==> config.mk <==
export PLATFORM = sky130hd
export DESIGN_NAME = mul_share_arbiter_flat
export DESIGN_NICKNAME = d
export VERILOG_FILES = /design/src/rtl/mul_share_if.sv /design/src/rtl/mul_share_arbiter.sv /design/src/flat_wrapper.sv
export SDC_FILE = /design/constraint.sdc
export NUM_CORES = 1
export LEC_CHECK = 0
export ABC_AREA = 1
export CAP_MARGIN = 20
export CORE_ASPECT_RATIO = 1.2
export CORE_UTILIZATION = 46
export DETAILED_ROUTE_END_ITERATION = 10
export PLACE_DENSITY_LB_ADDON = 0.1
export SYNTH_ARGS = -nofsm -noshare
export SYNTH_HDL_FRONTEND = slang
export SYNTH_SLANG_ARGS = --single-unit
==> constraint.sdc <==
create_clock -name clk -period 5 [get_ports clk]
set_clock_uncertainty 0.1 [all_clocks]
set_input_delay 1.5 -clock clk [delete_from_list [all_inputs] [get_ports clk]]
set_output_delay 1.5 -clock clk [all_outputs]
set_load 0.05 [all_outputs]
==> src/rtl/mul_share_if.sv <==
// Request/response bundle between the clients and the multiplier-sharing arbiter.
// Clients (master) drive requests and accept responses.
// The arbiter (slave) grants requests and returns tagged products.
interface mul_share_if #(
    parameter int NREQ  = 4,
    parameter int WIDTH = 4,
    parameter int IDW   = 2
);
    logic [NREQ-1:0]       req_valid;
    logic [NREQ*WIDTH-1:0] req_a;
    logic [NREQ*WIDTH-1:0] req_b;
    logic [NREQ-1:0]       req_ready;
    logic                  rsp_valid;
    logic                  rsp_ready;
    logic [2*WIDTH-1:0]    rsp_p;
    logic [IDW-1:0]        rsp_id;

    modport master (
        output req_valid, req_a, req_b, rsp_ready,
        input  req_ready, rsp_valid, rsp_p, rsp_id
    );

    modport slave (
        input  req_valid, req_a, req_b, rsp_ready,
        output req_ready, rsp_valid, rsp_p, rsp_id
    );
endinterface

==> src/rtl/mul_share_arbiter.sv <==
// Round-robin sharing of one external combinational multiplier among NREQ clients.
// One transaction is in flight at a time: IDLE (grant) -> MUL (capture product)
// -> RESP (hold result until consumed) -> IDLE.
module mul_share_arbiter #(
    parameter int NREQ  = 4,
    parameter int WIDTH = 4,
    parameter int IDW   = 2
) (
    input  logic               clk,
    input  logic               rst_n,
    mul_share_if.slave         bus,
    output logic [WIDTH-1:0]   mult_a,
    output logic [WIDTH-1:0]   mult_b,
    input  logic [2*WIDTH-1:0] mult_p,
    output logic               busy
);
    typedef enum logic [1:0] {
        IDLE = 2'd0,
        MUL  = 2'd1,
        RESP = 2'd2
    } state_t;

    state_t             state_r;
    state_t             state_nxt_s;
    logic [IDW-1:0]     rr_ptr_r;
    logic [IDW-1:0]     id_q_r;
    logic [IDW-1:0]     rsp_id_r;
    logic [IDW-1:0]     grant_s;
    logic               any_s;
    logic [IDW:0]       pick_s;
    logic [NREQ-1:0]    req_ready_s;
    logic [WIDTH-1:0]   mult_a_r;
    logic [WIDTH-1:0]   mult_b_r;
    logic [2*WIDTH-1:0] rsp_p_r;
    logic               rsp_valid_r;
    logic [WIDTH-1:0]   a_arr_s [NREQ];
    logic [WIDTH-1:0]   b_arr_s [NREQ];

    // First valid requester after ptr, wrapping; MSB of the result flags a hit.
    function automatic logic [IDW:0] rr_pick(input logic [NREQ-1:0] valid,
                                             input logic [IDW-1:0]  ptr);
        logic [IDW:0]   res;
        logic [IDW-1:0] idx_v;
        res = '0;
        for (int k = 1; k <= NREQ; k++) begin
            idx_v = IDW'((int'(ptr) + k) % NREQ);
            if (!res[IDW] && valid[idx_v]) begin
                res = {1'b1, idx_v};
            end else begin
                res = res;
            end
        end
        return res;
    endfunction

    // Unpack the flat operand buses into per-requester lanes.
    for (genvar i = 0; i < NREQ; i++) begin : g_unpack
        assign a_arr_s[i] = bus.req_a[i*WIDTH +: WIDTH];
        assign b_arr_s[i] = bus.req_b[i*WIDTH +: WIDTH];
    end

    assign pick_s  = rr_pick(bus.req_valid, rr_ptr_r);
    assign any_s   = pick_s[IDW];
    assign grant_s = pick_s[IDW-1:0];

    // State register.
    always_ff @(posedge clk or negedge rst_n) begin
        if (!rst_n) begin
            state_r <= IDLE;
        end else begin
            state_r <= state_nxt_s;
        end
    end

    // Next-state decode and the combinational accept strobe.
    always_comb begin
        state_nxt_s = state_r;
        req_ready_s = '0;
        case (state_r)
            IDLE: begin
                if (any_s) begin
                    state_nxt_s          = MUL;
                    req_ready_s[grant_s] = 1'b1;
                end else begin
                    state_nxt_s = IDLE;
                end
            end
            MUL: begin
                state_nxt_s = RESP;
            end
            RESP: begin
                if (rsp_valid_r && bus.rsp_ready) begin
                    state_nxt_s = IDLE;
                end else begin
                    state_nxt_s = RESP;
                end
            end
            default: begin
                state_nxt_s = IDLE;
            end
        endcase
    end

    // Operand capture, product capture, response hold and round-robin pointer update.
    always_ff @(posedge clk or negedge rst_n) begin
        if (!rst_n) begin
            mult_a_r    <= '0;
            mult_b_r    <= '0;
            id_q_r      <= '0;
            rsp_p_r     <= '0;
            rsp_id_r    <= '0;
            rsp_valid_r <= 1'b0;
            rr_ptr_r    <= IDW'(NREQ - 1);
        end else begin
            case (state_r)
                IDLE: begin
                    if (any_s) begin
                        mult_a_r <= a_arr_s[grant_s];
                        mult_b_r <= b_arr_s[grant_s];
                        id_q_r   <= grant_s;
                    end
                end
                MUL: begin
                    rsp_p_r     <= mult_p;
                    rsp_id_r    <= id_q_r;
                    rsp_valid_r <= 1'b1;
                end
                RESP: begin
                    if (rsp_valid_r && bus.rsp_ready) begin
                        rsp_valid_r <= 1'b0;
                        rr_ptr_r    <= rsp_id_r;
                    end
                end
                default: begin
                    rsp_valid_r <= 1'b0;
                end
            endcase
        end
    end

    assign bus.req_ready = req_ready_s;
    assign bus.rsp_valid = rsp_valid_r;
    assign bus.rsp_p     = rsp_p_r;
    assign bus.rsp_id    = rsp_id_r;
    assign mult_a        = mult_a_r;
    assign mult_b        = mult_b_r;
    assign busy          = (state_r != IDLE);
endmodule

==> src/flat_wrapper.sv <==
// flat-port wrapper written by rule: the top's interface ports become plain ports
module mul_share_arbiter_flat 
#(
    parameter int NREQ  = 4,
    parameter int WIDTH = 4,
    parameter int IDW   = 2
)
  (clk, rst_n, mult_a, mult_b, mult_p, busy, bus_req_valid, bus_req_a, bus_req_b, bus_rsp_ready, bus_req_ready, bus_rsp_valid, bus_rsp_p, bus_rsp_id);
  mul_share_if #(.NREQ(NREQ), .WIDTH(WIDTH), .IDW(IDW)) bus_i ();
  input  logic clk;
  input  logic rst_n;
  output logic [WIDTH-1:0] mult_a;
  output logic [WIDTH-1:0] mult_b;
  input  logic [2*WIDTH-1:0] mult_p;
  output logic busy;
  input wire logic [$bits(bus_i.req_valid)-1:0] bus_req_valid;
  input wire logic [$bits(bus_i.req_a)-1:0] bus_req_a;
  input wire logic [$bits(bus_i.req_b)-1:0] bus_req_b;
  input wire logic [$bits(bus_i.rsp_ready)-1:0] bus_rsp_ready;
  output wire logic [$bits(bus_i.req_ready)-1:0] bus_req_ready;
  output wire logic [$bits(bus_i.rsp_valid)-1:0] bus_rsp_valid;
  output wire logic [$bits(bus_i.rsp_p)-1:0] bus_rsp_p;
  output wire logic [$bits(bus_i.rsp_id)-1:0] bus_rsp_id;
  assign bus_i.req_valid = bus_req_valid;
  assign bus_i.req_a = bus_req_a;
  assign bus_i.req_b = bus_req_b;
  assign bus_i.rsp_ready = bus_rsp_ready;
  assign bus_req_ready = bus_i.req_ready;
  assign bus_rsp_valid = bus_i.rsp_valid;
  assign bus_rsp_p = bus_i.rsp_p;
  assign bus_rsp_id = bus_i.rsp_id;
  mul_share_arbiter #(.NREQ(NREQ), .WIDTH(WIDTH), .IDW(IDW)) u_core (.clk(clk), .rst_n(rst_n), .bus(bus_i), .mult_a(mult_a), .mult_b(mult_b), .mult_p(mult_p), .busy(busy));
endmodule
## Word level (Yosys, flattened, before mapping)

Index checks and enable logic that the tools add are counted.

- Register bits after elaboration: 25
- Input port bits: 47
- Output and inout port bits: 24
- Word-level logic and storage cells: 64

- Add/subtract/negate cells: 4
- Order comparisons: 7
- Equality and inequality tests: 3
- Multiplexer cells: 27
- Bitwise operators: 2
- Reduce and logical (&&, ||, !) cells: 13

Operators with widths:

| cell | count |
|---|---|
| two-way mux 4 bit | 6 |
| binary-select mux 4 bit (select 2 bit) | 2 |
| less-than comparator 2 x 3 -> 1 bit (second input constant) | 5 |
| two-way mux 3 bit | 4 |
| binary-select mux 1 bit (select 2 bit) | 4 |
| two-way mux 1 bit | 7 |
| one-hot mux 2 bit (3 select lines) | 1 |
| AND reduction 2 bit | 3 |
| logical AND 1 bit | 5 |
| adder 2 x 1 -> 2 bit (second input constant) | 2 |
| adder 2 bit (second input constant) | 2 |
| >= comparator 3 bit (second input constant) | 1 |
| zero test 1 bit | 3 |
| NOT 2 -> 3 bit | 1 |
| one-hot mux 1 bit (3 select lines) | 1 |
| demux 1 bit (select 2 bit) | 1 |
| equality test 2 x 1 -> 1 bit (second input constant) | 1 |
| equality test 2 bit (second input constant) | 1 |
| >= comparator 2 x 1 -> 1 bit (second input constant) | 1 |
| zero test 2 bit | 1 |
| two-way mux 2 bit | 1 |
| != test 2 x 1 -> 1 bit (second input constant) | 1 |
| nonzero test 2 bit | 1 |
| NOT 1 bit | 1 |

## Logic depth before layout (Yosys ltp)

- Depth in word-level cells: 19
- Mapped depth: 16
- Mapped depth without buffers: 14

## Worst setup path before layout

No wires, ideal clock.

- Kind: in2out
- Start: input bus_req_valid[0]
- End: output bus_req_ready[3]
- Arrival time: 3,316 ps
- Required time: 3,400 ps
- Slack: 84 ps
- Stages: 11
- Path buffers: 1
- Path through: nand2_1 > nand2_2 > nand2_1 > nand2_2 > nand2_2 > nand2_2 > nand2_1 > nand2_2 > buf_6 > inv_1 > nor3_1

- Word-level cells in the longest chain between the ends: 18
- Elaborated cells between the ends (all ways): 25
- Classes of those cells: order compare: 2; mux: 16; reduce/logical: 7

RTL lines:

| item | RTL line | source |
|---|---|---|
| start: declaration | flat_wrapper.sv:16 | `input wire logic [$bits(bus_i.req_valid)-1:0] bus_req_valid;` |
| binary-select mux 1 bit (select 2 bit) | mul_share_arbiter.sv:47 | `if (!res[IDW] && valid[idx_v]) begin` |
| two-way mux 1 bit (implied by the code) | mul_share_arbiter.sv:47 |  |
| two-way mux 3 bit | mul_share_arbiter.sv:47 |  |
| zero test 1 bit | mul_share_arbiter.sv:47 |  |
| logical AND 1 bit | mul_share_arbiter.sv:47 |  |
| two-way mux 3 bit | mul_share_arbiter.sv:47 |  |
| zero test 1 bit | mul_share_arbiter.sv:47 |  |
| logical AND 1 bit | mul_share_arbiter.sv:47 |  |
| (+2 left out) | -- |  |
| logical AND 1 bit | mul_share_arbiter.sv:47 |  |
| two-way mux 3 bit (*) | mul_share_arbiter.sv:47 |  |
| less-than comparator 2 x 3 -> 1 bit (implied by the code) or >= comparator 2 x 1 -> 1 bit (tied branches) | mul_share_arbiter.sv:83 | `req_ready_s[grant_s] = 1'b1;` |
| logical AND 1 bit (implied by the code) | mul_share_arbiter.sv:83 |  |
| two-way mux 1 bit (implied by the code) | mul_share_arbiter.sv:83 |  |
| demux 1 bit (select 2 bit) | -- |  |
| two-way mux 4 bit (*) | mul_share_arbiter.sv:81 | `if (any_s) begin` |
| two-way mux 4 bit (*) | mul_share_arbiter.sv:79 | `case (state_r)` |
| end: declaration | flat_wrapper.sv:20 | `output wire logic [$bits(bus_i.req_ready)-1:0] bus_req_ready;` |

Mark *: on every way between the ends. The rest lies on a longest branch, timed or not. The select of a mux whose other input is x is not followed.

## Worst setup path after layout

Same ends and word-level chain as after synthesis.

==> results.md <==
- Max-slew violations: 0
- Critical path peak fanout: 7
- DR vias/cell: 4.82
- Final min period: slightly below 5 ns
- Top post-synthesis cells by area: dfrtp_1 35%, nand2_1 16%, nand3_1 9.7%
- H-Tree Depth: 1
- Maxcap violations: 0
- Status: complete, no violations
- Antenna violations before repair: 0
- Row cnt: 23
- Detailed Place HPWL: 3010 um
- Core area: 3370 um^2
- TNS Setup: 0 ns
- GRT Residual Overflow: 0
- Worst Path Required: 3.40 ns
- Crit Path Category: primary input to primary output
- Syn avg cell area: roughly 7.3 um^2
- Fin area: 2480 um^2
- Die width: 56.6 um
- Residual DRC count: 0
- Postcts setup bufs: 0
- Critical Path Source Type: primary input
- Worst-path clk slew: 0.09 ns
- Hold Path Class: register to register
- Placed cell areas: around 2400 um^2
- Yosys reg bits: 25
- Avg WL per Cell: 11.6 um
- CTS sink cnt: 25
- Buffers added on ports: 70
- Ratio of cells with drive above 1 in the final layout: 17.2%
- Via Count: 1,606
- Top cell type's share of synthesized area: 35.0%
- Final setup vio count: 0
- Max_slew headroom: 65.1%
- CTS tree: yes
- Skew-Pair Late Insertion Delay: 0.26 ns
- Die area: 3820 um^2
- Worst Tran Pin Value: between 0.5 and 0.6 ns
- First-pass DRT Iterations: 4
- CTS Buf Count: 3
- Worst setup EP type: primary output
- Achievable frequency: 0.206 GHz
- GRT Resource Usage Total: 21.2%
- Pin count of the biggest net entering global routing: 26
- Mapped Cells: around 220
- Routed Antenna Nets: 0
- Register area share after synthesis: 38.2%
- First-pass GRT wire length: 6450 um
- Post-synth top area cell: dfrtp_1
- YS warnings: 0
- CTS Buffer Depth: 2
- Number of global-route vias before repair: 1,590
- CTS Root Cell: clkbuf_8
- Final period util: 97.2%
- Post-cts resize count: 0
- Die Ht: 67.5 um
- Most frequent cells in the layout: 72 x nand2_1, 66 x clkdlybuf4s50_1, 32 x nand3_1
- RSZ-0062 raised after global routing: no
- Arrival time at the worst endpoint: 3.26 ns
- Num ports: 71
- Final Hold Vio Count: 0
- Antenna cell count: 0
- Syn nets: 271
- GP Congestion: 0.733
- Cell variety after synth: 26
- Final wirelength: about 3900 um
- DR iter-0 viols: between 70 and 80
- Initial Utilization: around half
- Synthesized area: roughly 1600 um^2
- Most common cell after layout, fill and taps aside: nand2_1
- Final #Nets: 344
- Layout area overhead: 51.3%
- Hold_buf cts: 0
worst max-delay path, cell delays in order:
cell and delay, ns:
clkdlybuf4s50_1 0.49, nand2_1 0.07, nand2_2 0.10, nand2_1 0.07, nand2_2 0.10, nand2_2 0.07
nand2_2 0.06, nand2_1 0.06, nand2_2 0.13, inv_1 0.07, nor3_1 0.34, buf_12 0.19
state kept, by name, indices dropped and copies added, names as in the netlist:
| signal | cells |
|---|---|
| u_core.bus.rsp_valid | 1 |
| u_core.id_q_r | 2 |
| u_core.rr_ptr_r | 2 |
| u_core.bus.rsp_id | 2 |
| u_core.bus.rsp_p | 8 |
| u_core.state_r | 2 |
| u_core.mult_a | 4 |
| u_core.mult_b | 4 |
cell usage after synthesis:
cell type and instances:
nand2_1 72, nand3_1 32, inv_1 30, dfrtp_1 23, nand2_2 13, mux2_2 8
nor2_1 8, a21oi_1 5, inv_2 5, o211ai_1 4, o21ai_0 3, buf_2 2
buf_4 2, buf_6 2, dfstp_2 2, nand2_4 2, nand3_2 2, a31oi_2 1
buf_1 1, inv_6 1, nand3_4 1, nand4_1 1, nor2_2 1, nor2_4 1
nor2_8 1, nor3_1 1
kinds of logic (layout without fill, tap and decap cells):
kind of cell / after synthesis / count (layout) / share of synthesized area, %
muxes: 8 / 8 / 5.48
AOI/OAI and AO/OA: 13 / 13 / 5.03
DFF: 25 / 25 / 38.2
buffers and inverters: 43 / 115 / 11.7
and+or+nand+nor: 135 / 135 / 39.6
final cells by class:
cell class | count | area, um^2
inverter | 36 | 140
clock buffer | 3 | 41.3
multi-input combinational | 156 | 823
sequential | 25 | 628
timing repair buffer | 75 | 798
fill | 256 | 882
tap | 37 | 46.3
clock inverter | 1 | 7.51
final timing paths:
path | start | endpoint | slack [ns] | cells past startpoint
min reg2reg | u_core.mult_a[3] | u_core.mult_a[3] | 0.39 | 2
max | bus_req_valid[0] | bus_req_ready[3] | 0.14 | 12
min in group asynchronous | rst_n | u_core.mult_b[1] | 1.39 | 1
min | u_core.mult_a[3] | u_core.mult_a[3] | 0.39 | 2
max reg2reg | u_core.rr_ptr_r[0] | u_core.mult_b[2] | 2.65 | 10
max in group asynchronous | rst_n | u_core.rr_ptr_r[1] | 2.91 | 2
layer usage:
layer / part of all wire [%] / track usage (%) / vias to the layer above
li1: - / - / 843
met1: 43 / 24.2 / 719
met2: 51 / 39.6 / 39
met3: 4.9 / 3.64 / 5
met4: 1.4 / 7.93 / 0
met5: 0 / 0 / -
per-stage QoR:
stage          instances  hold slack, ns  setup WS, ns  utilization [%]
2_1_floorplan        224           0.378        0.0836                -
3_3_place_gp         328           0.363         0.176             71.5
3_5_place_dp         328           0.370         0.157             71.5
4_1_cts              332           0.394         0.153             73.0
5_1_grt              333           0.425        0.0121             73.8
6_report             333           0.390         0.141             73.8
Power is left out: the tool's default activity adds up to more than one toggle a clock period on the data nets, which glitch-free logic cannot reach.
